File: config.mk
export PLATFORM = sky130hd
export DESIGN_NAME = pim_matmul_agu
export DESIGN_NICKNAME = d
export VERILOG_FILES = /design/src/rtl/pim_matmul_agu.sv
export SDC_FILE = /design/constraint.sdc
export NUM_CORES = 1
export LEC_CHECK = 0
export CORE_MARGIN = 3
export CORE_UTILIZATION = 50
export CTS_BUF_LIST = sky130_fd_sc_hd__clkbuf_4 sky130_fd_sc_hd__clkbuf_8
export CTS_CLUSTER_DIAMETER = 80
export DETAILED_ROUTE_END_ITERATION = 10
export PLACE_DENSITY = 0.89
export RECOVER_POWER = 25
export SYNTH_ARGS = -nofsm -noshare
export SYNTH_HDL_FRONTEND = slang
export SYNTH_SLANG_ARGS = --single-unit
File: constraint.sdc
create_clock -name clk -period 5.95 [get_ports clk]
set_input_delay 1.19 -clock clk [delete_from_list [all_inputs] [get_ports clk]]
set_output_delay 1.19 -clock clk [all_outputs]
set_load 0.01 [all_outputs]
File: src/rtl/pim_matmul_agu.sv
// Address generator for the PIM matrix-multiply engine: walks C = A x B.
// Define PIM_AGU_ALIGN_CHECK_EN to reject commands with misaligned bases.
module pim_matmul_agu #(
    parameter int ADDR_W     = 32,
    parameter int ELEM_BYTES = 4,
    parameter int SIZE_W     = 3
) (
    input  logic              clk,
    input  logic              rst_n,
    input  logic              cmd_valid,
    output logic              cmd_ready,
    input  logic [ADDR_W-1:0] src1_addr,
    input  logic [ADDR_W-1:0] src2_addr,
    input  logic [ADDR_W-1:0] dst_addr,
    input  logic [SIZE_W-1:0] matrix_size,
    output logic              rd_valid,
    input  logic              rd_ready,
    output logic [ADDR_W-1:0] rd_addr_a,
    output logic [ADDR_W-1:0] rd_addr_b,
    output logic              rd_first,
    output logic              rd_last,
    output logic              wr_valid,
    input  logic              wr_ready,
    output logic [ADDR_W-1:0] wr_addr,
    output logic              busy,
    output logic              done,
    output logic              err
);

    localparam int SHIFT = $clog2(ELEM_BYTES);
    localparam int IW    = 2 * SIZE_W + 1;

    typedef enum logic [1:0] {
        S_IDLE,
        S_READ,
        S_WRITE,
        S_DONE
    } state_t;

    state_t r_state;
    state_t w_state_nxt;

    logic [ADDR_W-1:0] r_src1;
    logic [ADDR_W-1:0] r_src2;
    logic [ADDR_W-1:0] r_dst;
    logic [SIZE_W-1:0] r_nm1;
    logic [SIZE_W-1:0] r_i;
    logic [SIZE_W-1:0] r_j;
    logic [SIZE_W-1:0] r_k;
    logic [ADDR_W-1:0] r_addr_a;
    logic [ADDR_W-1:0] r_addr_b;
    logic [ADDR_W-1:0] r_addr_w;

    logic              w_accept;
    logic              w_misalign;
    logic              w_start;
    logic              w_rd_hs;
    logic              w_wr_hs;
    logic              w_k_last;
    logic              w_j_last;
    logic              w_i_last;
    logic              w_load;

    logic [ADDR_W-1:0] w_src1_nxt;
    logic [ADDR_W-1:0] w_src2_nxt;
    logic [ADDR_W-1:0] w_dst_nxt;
    logic [SIZE_W-1:0] w_nm1_nxt;
    logic [SIZE_W-1:0] w_i_nxt;
    logic [SIZE_W-1:0] w_j_nxt;
    logic [SIZE_W-1:0] w_k_nxt;
    logic [SIZE_W:0]   w_n;
    logic [IW-1:0]     w_idx_a;
    logic [IW-1:0]     w_idx_b;
    logic [IW-1:0]     w_idx_c;
    logic [ADDR_W-1:0] w_addr_a_nxt;
    logic [ADDR_W-1:0] w_addr_b_nxt;
    logic [ADDR_W-1:0] w_addr_w_nxt;

    assign w_accept = cmd_valid && (r_state == S_IDLE);
    assign w_rd_hs  = (r_state == S_READ) && rd_ready;
    assign w_wr_hs  = (r_state == S_WRITE) && wr_ready;
    assign w_k_last = (r_k == r_nm1);
    assign w_j_last = (r_j == r_nm1);
    assign w_i_last = (r_i == r_nm1);

`ifdef PIM_AGU_ALIGN_CHECK_EN
    localparam logic [ADDR_W-1:0] LOW_MASK = ADDR_W'(ELEM_BYTES - 1);

    logic r_err;

    assign w_misalign = |((src1_addr | src2_addr | dst_addr) & LOW_MASK);

    always_ff @(posedge clk or negedge rst_n) begin
        if (!rst_n) begin
            r_err <= 1'b0;
        end else begin
            r_err <= w_accept && w_misalign;
        end
    end

    assign err = r_err;
`else
    assign w_misalign = 1'b0;
    assign err        = 1'b0;
`endif

    assign w_start = w_accept && !w_misalign;
    assign w_load  = w_start || w_rd_hs || w_wr_hs;

    always_ff @(posedge clk or negedge rst_n) begin
        if (!rst_n) begin
            r_state <= S_IDLE;
        end else begin
            r_state <= w_state_nxt;
        end
    end

    always_comb begin
        w_state_nxt = r_state;
        unique case (r_state)
            S_IDLE: begin
                if (w_start) begin
                    w_state_nxt = S_READ;
                end
            end
            S_READ: begin
                if (w_rd_hs && w_k_last) begin
                    w_state_nxt = S_WRITE;
                end
            end
            S_WRITE: begin
                if (w_wr_hs) begin
                    w_state_nxt = (w_i_last && w_j_last) ? S_DONE : S_READ;
                end
            end
            S_DONE: begin
                w_state_nxt = S_IDLE;
            end
            default: begin
                w_state_nxt = S_IDLE;
            end
        endcase
    end

    always_comb begin
        cmd_ready = 1'b0;
        busy      = 1'b1;
        rd_valid  = 1'b0;
        wr_valid  = 1'b0;
        done      = 1'b0;
        unique case (r_state)
            S_IDLE: begin
                cmd_ready = 1'b1;
                busy      = 1'b0;
            end
            S_READ: begin
                rd_valid = 1'b1;
            end
            S_WRITE: begin
                wr_valid = 1'b1;
            end
            S_DONE: begin
                done = 1'b1;
            end
            default: begin
                busy = 1'b0;
            end
        endcase
    end

    assign rd_first  = rd_valid && (r_k == '0);
    assign rd_last   = rd_valid && w_k_last;
    assign rd_addr_a = r_addr_a;
    assign rd_addr_b = r_addr_b;
    assign wr_addr   = r_addr_w;

    // Indices/bases for the beat that follows the current handshake
    always_comb begin
        w_src1_nxt = r_src1;
        w_src2_nxt = r_src2;
        w_dst_nxt  = r_dst;
        w_nm1_nxt  = r_nm1;
        w_i_nxt    = r_i;
        w_j_nxt    = r_j;
        w_k_nxt    = r_k;
        if (w_start) begin
            w_src1_nxt = src1_addr;
            w_src2_nxt = src2_addr;
            w_dst_nxt  = dst_addr;
            w_nm1_nxt  = matrix_size;
            w_i_nxt    = '0;
            w_j_nxt    = '0;
            w_k_nxt    = '0;
        end else if (w_rd_hs) begin
            if (!w_k_last) begin
                w_k_nxt = r_k + 1'b1;
            end
        end else if (w_wr_hs) begin
            w_k_nxt = '0;
            if (!w_j_last) begin
                w_j_nxt = r_j + 1'b1;
            end else begin
                w_j_nxt = '0;
                if (!w_i_last) begin
                    w_i_nxt = r_i + 1'b1;
                end
            end
        end
    end

    assign w_n     = {1'b0, w_nm1_nxt} + (SIZE_W + 1)'(1);
    assign w_idx_a = IW'(w_i_nxt) * IW'(w_n) + IW'(w_k_nxt);
    assign w_idx_b = IW'(w_k_nxt) * IW'(w_n) + IW'(w_j_nxt);
    assign w_idx_c = IW'(w_i_nxt) * IW'(w_n) + IW'(w_j_nxt);

    assign w_addr_a_nxt = w_src1_nxt + (ADDR_W'(w_idx_a) << SHIFT);
    assign w_addr_b_nxt = w_src2_nxt + (ADDR_W'(w_idx_b) << SHIFT);
    assign w_addr_w_nxt = w_dst_nxt + (ADDR_W'(w_idx_c) << SHIFT);

    always_ff @(posedge clk or negedge rst_n) begin
        if (!rst_n) begin
            r_src1   <= '0;
            r_src2   <= '0;
            r_dst    <= '0;
            r_nm1    <= '0;
            r_i      <= '0;
            r_j      <= '0;
            r_k      <= '0;
            r_addr_a <= '0;
            r_addr_b <= '0;
            r_addr_w <= '0;
        end else if (w_load) begin
            r_src1   <= w_src1_nxt;
            r_src2   <= w_src2_nxt;
            r_dst    <= w_dst_nxt;
            r_nm1    <= w_nm1_nxt;
            r_i      <= w_i_nxt;
            r_j      <= w_j_nxt;
            r_k      <= w_k_nxt;
            r_addr_a <= w_addr_a_nxt;
            r_addr_b <= w_addr_b_nxt;
            r_addr_w <= w_addr_w_nxt;
        end
    end

endmodule

==> impl_metrics.csv, run 1 <==
group,metric,value,unit
logic_synthesis,syn_nets,1514,
pwr,p_total,0.00756,W
place,dp_hpwl,23900,um
timing,min_period,5800,ps
worst_hold_path,hold_depth,2,
place,place_congestion,0.928,
logic_synthesis,ys_seq_elements,200,
global_routing,antenna_found_initial,0,
logic_synthesis,ys_top_cells_by_area,"dfrtp_1 42%, nand2_1 12%, ha_1 5.3%, xnor2_1 3.9%, xor2_1 3.8%",
place,port_buffers,206,
finish,multiInputGateArea,6430,um^2
drt,drt_iter0_drc,813,
finish,layout_common_cells,"368 x nand2_1, 203 x clkdlybuf4s50_1, 200 x dfrtp_1",
timing,fmax,0.173,GHz
global_routing,first_global_vias,10700,
timing,setup_viol,0,
pwr,ir_worst_vdd,388,uV
timing,fin_skew,14.1,ps
logic_synthesis,avgSynthCellArea,8.76,um^2
drt,drt_wl_total,32800,um
logic_synthesis,syn_area,11800,um^2
clocking,cts_made_buffers,17,
pwr,powerDensity,496,nW/um^2
status,outcome,"complete, but fails checks",
logic_synthesis,postSynth.asyncResetShare,1.00,
finish,fin_util,0.665,
finish,drive_gt1_frac,0.118,
run,max-cap-violations,1,
critical_path,crit_arrival,6160,ps
finish,regArea,5000,um^2
clocking,cts_hold_buffers,0,
floorplanning,core,22900,um^2
clocking,path_clk_slew,110,ps
global_routing,grt_overflow,0,
critical_path,rr_worst_depth,20,
timing,worst_slack,155,ps
critical_path,crit_path_end_kind,"register",
drt,ant_nets,0,
finish,area_growth,28.9,%
floorplanning,dieHeight,160,um
drt,remaining_drc_errors,0,
floorplanning,die-area,25500,um^2
pwr,cellLeakagePower,7.26,nW
logic_synthesis,synth_top_area_frac,0.424,
floorplanning,initial_utilization,0.516,
logic_synthesis,netlist_instances,1348,
logic_synthesis,yosysSeqAreaShare,0.424,
drt,vias,10800,
status,violations,"capacitance limit, slew limit",
critical_path,critPathMaxFanout,5,
drt,via_per_inst,5.58,
clocking,root_buffer,"clkbuf_8",
worst_hold_path,hold_path_class,"register to register",
logic_synthesis,synth_cell_types,72,
global_routing,track_usage,0.252,
clocking,htree_levels,4,
clocking,cts_tree,"done",
drt,drtPass1Iterations,7,
critical_path,crit_required,6310,ps
floorplanning,std_cell_rows,55,
logic_synthesis,synth_top_area_cell,"dfrtp_1",
finish,final_common_cell,"nand2_1",
timing,hold_violations,0,
floorplanning,chipWidth,160,um
drt,wl_per_cell,17.0,um
critical_path,startpoint_type,"input port",
worst_hold_path,hp-start,"r_dst[2]",
logic_synthesis,synth_ff_type,"dfrtp_1",
finish,fillCellCount,1764,
logic_synthesis,synth_edf_count,0,
critical_path,reg2reg_from,"r_state[0]",
place,pre_cts_ws,-337,ps
timing,fin_crit_sh,0.974,
timing,fin_tns_setup,0,ps
clocking,clkLatencyLatePin,480,ps
logic_synthesis,yosysWarnings,0,
critical_path,worstSetupPathType,"input port to register",
timing,relSlewSlack,-1.70,
timing,worst_slew_pin_slew,4050,ps
floorplanning,ios,208,
critical_path,critPathLaunch,"wr_ready",
clocking,cts_max_path_buffers,2,
global_routing,grt_max_degree,102,
finish,final_net_count,1769,
global_routing,grt_pass1_wl,52900,um
timing,slew_viol_final,88,
clocking,cts_sinks,200,
[worst paths after layout]
check                                 to  slack, ps
min reg2reg                     r_dst[2]        480
max                        rd_addr_b[28]        150
max in group asynchronous    wr_addr[29]        980
max reg2reg                rd_addr_b[28]        290
min                             r_dst[2]        480
min in group asynchronous  rd_addr_b[18]       2340
[state kept, by name (all words and copies together), names as in the netlist]
name / cells
r_dst: 32
r_i: 3
r_j: 3
r_k: 3
r_nm1: 3
r_src1: 32
r_src2: 32
r_state: 2
rd_addr_a: 30
rd_addr_b: 30
wr_addr: 30
[per-layer routing]
metal  GRT usage  wire length (um)  vias up
li1            -                 -     5070
met1       0.332             14000     5142
met2       0.416             15600      477
met3      0.0488              2290       72
met4      0.0903               958        0
met5           0                 0        -
[stage by stage]
stage | hold slack, ps | instance area, um^2 | cells
floorplan | 439 | 11900 | 1348
global placement | 451 | 14700 | 1890
detailed placement | 456 | 14700 | 1890
CTS | 483 | 15100 | 1922
global route | 500 | 15200 | 1929
finish | 480 | 15200 | 1930
[worst max-delay path, cell delays in order]
cell and delay [ps]:
clkdlybuf4s50_1 430, nand2_1 140, or2_2 160, nand2_1 50, mux2i_1 280, and2_1 220, nand2_2 70, fa_1 520
inv_2 40, fa_2 600, ha_4 220, a21o_1 180, a21oi_2 170, o21bai_1 130, a21oi_1 230, xnor2_1 100
ha_1 310, o21ai_2 70, nor2b_4 140, a211oi_4 290, nand4_1 170, xnor2_1 180, mux2_2 260
[Yosys cell counts, drive strengths merged (7+ instances only)]
cell / number
and3: 12
a21oi: 59
dfrtp: 200
nand2: 374
xnor2: 52
xor2: 51
clkbuf: 23
a21o: 14
nor3: 18
mux2: 8
inv: 46
nand4: 47
buf: 44
o21ai: 66
nand3: 65
mux2i: 25
nor2: 72
and2: 14
ha: 50
o31ai: 7
fa: 12
nor2b: 7
[layout make-up]
type | instances | area share
Sequential cell | 200 | 0.329
Clock buffer | 18 | 0.0159
Timing Repair Buffer | 303 | 0.184
Antenna cell | 1 | 0.000164
Clock inverter | 14 | 0.0122
Tap cell | 313 | 0.0257
Inverter | 46 | 0.0113
Multi-Input combinational cell | 1035 | 0.422
[kinds of logic after synthesis]
kind of cell	share of synthesized area
and+or+nand+nor	0.247
buffers and inverters	0.0471
xor gates and xnor gates	0.0764
adders and majority gates	0.0733
muxes	0.0352
other	0.000317
DFF	0.424
AOI/OAI and AO/OA	0.0972
[power breakdown]
part,internal [W],switching [W]
registers,0.00201,0.000430
clock network,0.000399,0.000537
logic,0.00190,0.00229
[repair_timing]
| action | CTS | global route |
|---|---|---|
| gates resized for setup | 0 | 25 |
| setup endpoints to repair | 0 | 62 |
| setup buffers | 0 | 7 |
No activity file was read; power rests on OpenSTA's default activity.
==> run 2: changes to the inputs <==
--- a/config.mk
+++ b/config.mk
@@ -5,7 +5,6 @@
 export SDC_FILE = /design/constraint.sdc
 export NUM_CORES = 1
 export LEC_CHECK = 0
-export CORE_MARGIN = 3
 export CORE_UTILIZATION = 50
 export CTS_BUF_LIST = sky130_fd_sc_hd__clkbuf_4 sky130_fd_sc_hd__clkbuf_8
 export CTS_CLUSTER_DIAMETER = 80
==> run 2 against run 1 <==
Against the previous run:
- the run still ends with capacitance limit, slew limit left
- wire length grew 0.86%
- cell count shrank 0.41%
- sequential share of layout area grew 0.11 points
- clock power grew 1%
- combinational power is essentially flat
- fmax grew 0.73%
- clock-buffer cell count shrank 1
- sequential power is essentially flat
- largest cell class unchanged
- highest routed layer unchanged
==> impl_metrics.csv, run 2 (same netlist as run 1, synthesis figures left out) <==
group,metric,value,unit
finish,fillCellCount,1734,
pwr,p_total,0.00760,W
clocking,root_buffer,"clkbuf_8",
critical_path,slowest_delay,560,ps
critical_path,crit_family,"simple AND/OR/NAND/NOR gates",
run,max-cap-violations,1,
clocking,htree_levels,4,
critical_path,crit_required,6340,ps
timing,min_period,5750,ps
drt,remaining_drc_errors,0,
clocking,cts_sinks,200,
pwr,ir_worst_vdd,435,uV
clocking,cts_made_buffers,17,
worst_hold_path,hold_depth,2,
worst_hold_path,min_to,"r_dst[8]",
drt,vias,10800,
global_routing,antenna_found_initial,0,
place,placed_area,14600,um^2
drt,drt_wl_total,33100,um
finish,final_common_cell,"nand2_1",
status,violations,"capacitance limit, slew limit",
critical_path,crit_path_end_kind,"register",
drt,wl_per_cell,17.2,um
critical_path,crit_arrival,6140,ps
finish,reg_top3,"r_dst (32), r_src1 (32), r_src2 (32)",
timing,fin_crit_sh,0.967,
global_routing,grt_pass1_wl,52400,um
floorplanning,core,22900,um^2
timing,fmax,0.174,GHz
clocking,clkLatencyLatePin,510,ps
global_routing,use_met1,0.358,
place,dp_hpwl,23800,um
global_routing,first_global_vias,10700,
floorplanning,dieHeight,156,um
floorplanning,die-area,24200,um^2
finish,layout_common_cells,"367 x nand2_1, 203 x clkdlybuf4s50_1, 200 x dfrtp_1",
critical_path,r2r_end,"rd_addr_b[26]",
drt,via_per_inst,5.64,
global_routing,gr-usage-met3,0.0467,
finish,antennaDiodeCount,0,
floorplanning,chipWidth,156,um
floorplanning,initial_utilization,0.516,
floorplanning,ios,208,
critical_path,crit_chain,"clkdlybuf4s50_1 > nand2_1 > or2_2 > clkbuf_1 > nor4b_1 > a21oi_1 > nor2_1 > fa_2 > ha_1 > a21o_1 > a21oi_2 > o21bai_1 > a21oi_1 > xnor2_1 > ha_1 > o21ai_2 > nor2b_4 > a211oi_4 > nand4_1 > xnor2_1 > mux2_2",
clocking,path_clk_slew,120,ps
timing,hold_violations,0,
drt,ant_nets,0,
critical_path,critPathMaxFanout,7,
floorplanning,std_cell_rows,55,
worst_hold_path,hp-start,"r_dst[8]",
clocking,cts_hold_buffers,0,
finish,area_growth,28.5,%
finish,postLayoutCellArea,15200,um^2
finish,final_net_count,1762,
timing,fin_skew,19.3,ps
critical_path,reg2reg_from,"r_state[0]",
drt,drtPass1Iterations,7,
critical_path,worstSetupPathType,"input port to register",
place,port_buffers,206,
drt,drt_iter0_drc,760,
critical_path,path_buf_inv,2,
critical_path,startpoint_type,"input port",
clocking,cts_tree,"done",
timing,worst_slew_pin_slew,2610,ps
finish,drive_gt1_frac,0.112,
global_routing,use_met2,0.447,
worst_hold_path,hold_path_class,"register to register",
timing,relSlewSlack,-0.738,
global_routing,track_usage,0.273,
timing,setup_viol,0,
timing,whs,481,ps
global_routing,grt_max_degree,103,
critical_path,rr_worst_depth,22,
global_routing,grt_overflow,0,
place,place_congestion,0.912,
critical_path,r2r_setup_slack,330,ps
finish,fin_util,0.663,
pwr,powerDensity,501,nW/um^2
timing,fin_tns_setup,0,ps
status,outcome,"complete, but fails checks",
pwr,cellLeakagePower,7.23,nW
global_routing,grt_busiest_layer,"met2",
critical_path,slowest_stage,"fa_2",
clocking,cts_max_path_buffers,2,
timing,slew_viol_final,103,
==> run 2: power by group <==
group | internal, W | total [W] | switching (W)
logic | 0.00190 | 0.00421 | 0.00231
clock network | 0.000364 | 0.000950 | 0.000587
registers | 0.00200 | 0.00244 | 0.000440
==> run 2: what timing repair did <==
item / 4_1_cts / 5_1_grt
gates resized for setup: 3 / 17
buffers inserted: 0 / 5
pin swaps: 0 / 19
endpoints found under the setup margin: 4 / 68
==> run 2: layer usage <==
layer	vias to the layer above	wire length (um)
li1	5059	-
met5	-	0
met4	0	1120
met1	5153	14000
met3	97	2270
met2	529	15700
==> run 2: through the flow <==
step,std cells,setup WS [ps]
2_1_floorplan,1348,-5.19
3_3_place_gp,1885,-266
3_5_place_dp,1885,-506
4_1_cts,1917,11.3
5_1_grt,1922,-33.4
6_report,1922,197
==> run 2: how the worst max path moves through the flow <==
stage / from / to / slack [ps] / depth (start not counted)
5_1_grt: wr_ready / wr_addr[31] / -30 / 23
3_3_place_gp: rd_ready / rd_addr_b[26] / -270 / 23
4_1_cts: rd_ready / rd_addr_b[29] / 10 / 22
3_5_place_dp: rd_ready / rd_addr_b[29] / -510 / 22
6_report: wr_ready / rd_addr_b[26] / 200 / 21
2_1_floorplan: cmd_valid / rd_addr_b[28] / -5 / 26
==> run 2: area by class of cell <==
cell class              instances  area (um^2)  area share
flip-flops and latches        200         5000       0.330
repair buffers                296         2740       0.181
inverters                      46          173      0.0114
clock inverters                15          201      0.0133
clock buffers                  17          234      0.0154
multi-input cells            1035         6440       0.424
well taps                     313          392      0.0258
==> run 2: worst register-to-register path, delay by kind of cell (launching register included) <==
| family | cells | cell delay (ps) |
|---|---|---|
| and+or+nand+nor | 5 | 1060 |
| buffers and inverters | 2 | 190 |
| AOI/OAI and AO/OA | 7 | 1280 |
| DFF | 1 | 700 |
| adders and majority gates | 4 | 1640 |
| muxes | 2 | 380 |
| xor gates and xnor gates | 2 | 270 |
==> run 3: changes to the inputs <==
--- a/config.mk
+++ b/config.mk
@@ -9,6 +9,7 @@
 export CTS_BUF_LIST = sky130_fd_sc_hd__clkbuf_4 sky130_fd_sc_hd__clkbuf_8
 export CTS_CLUSTER_DIAMETER = 80
 export DETAILED_ROUTE_END_ITERATION = 10
+export GPL_ROUTABILITY_DRIVEN = 0
 export PLACE_DENSITY = 0.89
 export RECOVER_POWER = 25
 export SYNTH_ARGS = -nofsm -noshare
==> run 3 against run 2 <==
Against the previous run:
- the run still ends with capacitance limit, slew limit left
- core utilization rose by 0.22 points
- power fell by 0.11%
- clock skew barely moved
- via count barely moved
- cell area rose by 0.34%
- combinational power barely moved
- worst hold slack got worse by 0.79 ps
==> impl_metrics.csv, run 3 (same netlist as run 1, synthesis figures left out) <==
group,metric,value,unit
timing,min_period,5770,ps
drt,drtPass1Iterations,5,
finish,final_common_cell,"nand2_1",
timing,worst_slew_pin_slew,3280,ps
clocking,cts_tree,"done",
critical_path,rr_worst_depth,22,
finish,fin_util,0.665,
clocking,cts_hold_buffers,0,
drt,wl_per_cell,17.1,um
status,violations,"capacitance limit, slew limit",
run,max-cap-violations,1,
finish,fillCellCount,1671,
critical_path,r2r_setup_slack,360,ps
finish,postLayoutCellArea,15200,um^2
critical_path,reg2reg_from,"r_state[0]",
finish,reg_top3,"r_dst (32), r_src1 (32), r_src2 (32)",
clocking,cts_max_path_buffers,2,
finish,drive_gt1_frac,0.119,
worst_hold_path,min_to,"r_src1[5]",
clocking,root_buffer,"clkbuf_8",
global_routing,grt_max_degree,131,
place,dp_hpwl,23500,um
critical_path,worstSetupPathType,"input port to register",
drt,drt_iter0_drc,913,
timing,relSlewSlack,-1.18,
drt,ant_nets,0,
critical_path,r2r_end,"rd_addr_b[26]",
timing,slew_viol_final,131,
pwr,powerDensity,498,nW/um^2
timing,setup_viol,0,
timing,fin_crit_sh,0.970,
worst_hold_path,hold_depth,2,
critical_path,crit_path_end_kind,"register",
floorplanning,core,22900,um^2
timing,fmax,0.173,GHz
floorplanning,initial_utilization,0.516,
critical_path,crit_arrival,6140,ps
timing,hold_violations,0,
finish,antennaDiodeCount,0,
pwr,ir_worst_vdd,460,uV
critical_path,startpoint_type,"input port",
clocking,htree_levels,4,
finish,regArea,5000,um^2
worst_hold_path,hold_path_class,"register to register",
drt,via_per_inst,5.62,
critical_path,critPathMaxFanout,13,
status,outcome,"complete, but fails checks",
timing,fin_skew,18.9,ps
floorplanning,std_cell_rows,55,
drt,remaining_drc_errors,0,
floorplanning,chipWidth,156,um
clocking,cts_made_buffers,17,
floorplanning,ios,208,
place,port_buffers,206,
clocking,path_clk_slew,110,ps
finish,final_net_count,1766,
finish,fin_cells,1926,
place,dp.cells,1887,
drt,vias,10800,
floorplanning,dieHeight,156,um
global_routing,antenna_found_initial,0,
pwr,cellLeakagePower,7.24,nW
finish,layout_common_cells,"370 x nand2_1, 203 x clkdlybuf4s50_1, 200 x dfrtp_1",
global_routing,track_usage,0.272,
global_routing,grt_overflow,0,
critical_path,crit_required,6320,ps
global_routing,grt_pass1_wl,52000,um
clocking,clkLatencyLatePin,500,ps
global_routing,first_global_vias,10800,
pwr,p_total,0.00759,W
floorplanning,die-area,24200,um^2
clocking,cts_sinks,200,
drt,drt_wl_total,32900,um
place,placed_area,14700,um^2
worst_hold_path,hp-start,"r_src1[5]",
finish,area_growth,29.0,%
finish,multiInputGateArea,6460,um^2
==> run 3: cell count changes in the layout (fill, tap and decap cells not counted), moves of 2 or more <==
cell,delta
buf_4,+7
clkinv_4,+4
inv_6,-2
and2_2,+2
nand2_2,-3
clkbuf_1,-3
nand2_1,+3
clkinv_8,-4
==> run 3: how the worst max path moves through the flow <==
stage,start,endpoint
6_report,wr_ready,wr_addr[28]
3_3_place_gp,rd_ready,rd_addr_b[26]
3_5_place_dp,rd_ready,rd_addr_b[31]
5_1_grt,wr_ready,wr_addr[28]
4_1_cts,rd_ready,rd_addr_b[29]
2_1_floorplan,cmd_valid,rd_addr_b[28]
==> run 3: cell type report <==
| type | instances | area share |
|---|---|---|
| clock inverters | 15 | 0.0124 |
| clock buffers | 17 | 0.0154 |
| repair buffers | 300 | 0.183 |
| inverters | 46 | 0.0113 |
| multi-input cells | 1035 | 0.424 |
| well taps | 313 | 0.0257 |
| flip-flops and latches | 200 | 0.328 |
==> run 3: power by group <==
part | total [W] | internal, W | switching, W
Clock | 0.000938 | 0.000391 | 0.000547
Sequential | 0.00244 | 0.00201 | 0.000438
Combinational | 0.00421 | 0.00192 | 0.00229
Total | 0.00759 | 0.00431 | 0.00328
==> run 3: repair_timing <==
| item | CTS | global route |
|---|---|---|
| endpoints found under the hold margin | 0 | 0 |
| buffers inserted | 0 | 7 |
| setup endpoints to repair | 6 | 62 |
| pin swaps | 0 | 17 |
| cloned | 0 | 0 |
| gates resized for setup | 4 | 20 |
==> run 3: metal layers <==
layer	GRT usage	vias up	part of all wire
met3	0.0367	77	0.065
li1	-	5056	-
met5	0	-	0
met1	0.354	5234	0.42
met2	0.455	464	0.48
met4	0.114	0	0.030
==> run 3: stage by stage <==
step,hold slack [ps],worst slack (ps),setup TNS (ps)
5_1_grt,501,-103,-763
3_3_place_gp,451,-278,-8790
6_report,481,177,0
2_1_floorplan,439,-5.19,-9.15
4_1_cts,484,40.3,0
3_5_place_dp,456,-535,-22730
==> run 3: critical path, stage by stage <==
cell and delay (ps):
clkdlybuf4s50_1 500, nand2_1 90, nor2_2 200, nand4_1 150, xor2_1 170, or2_2 290, inv_1 70, nand2_1 70
fa_1 550, inv_1 90, ha_1 310, a21o_1 180, a21oi_1 160, xnor2_1 110, buf_4 150, buf_4 140
xor2_1 160, ha_1 300, and3_1 200, a221oi_2 80, nor3_2 270, buf_12 180, nand4_1 100, xnor2_1 150
mux2_2 260
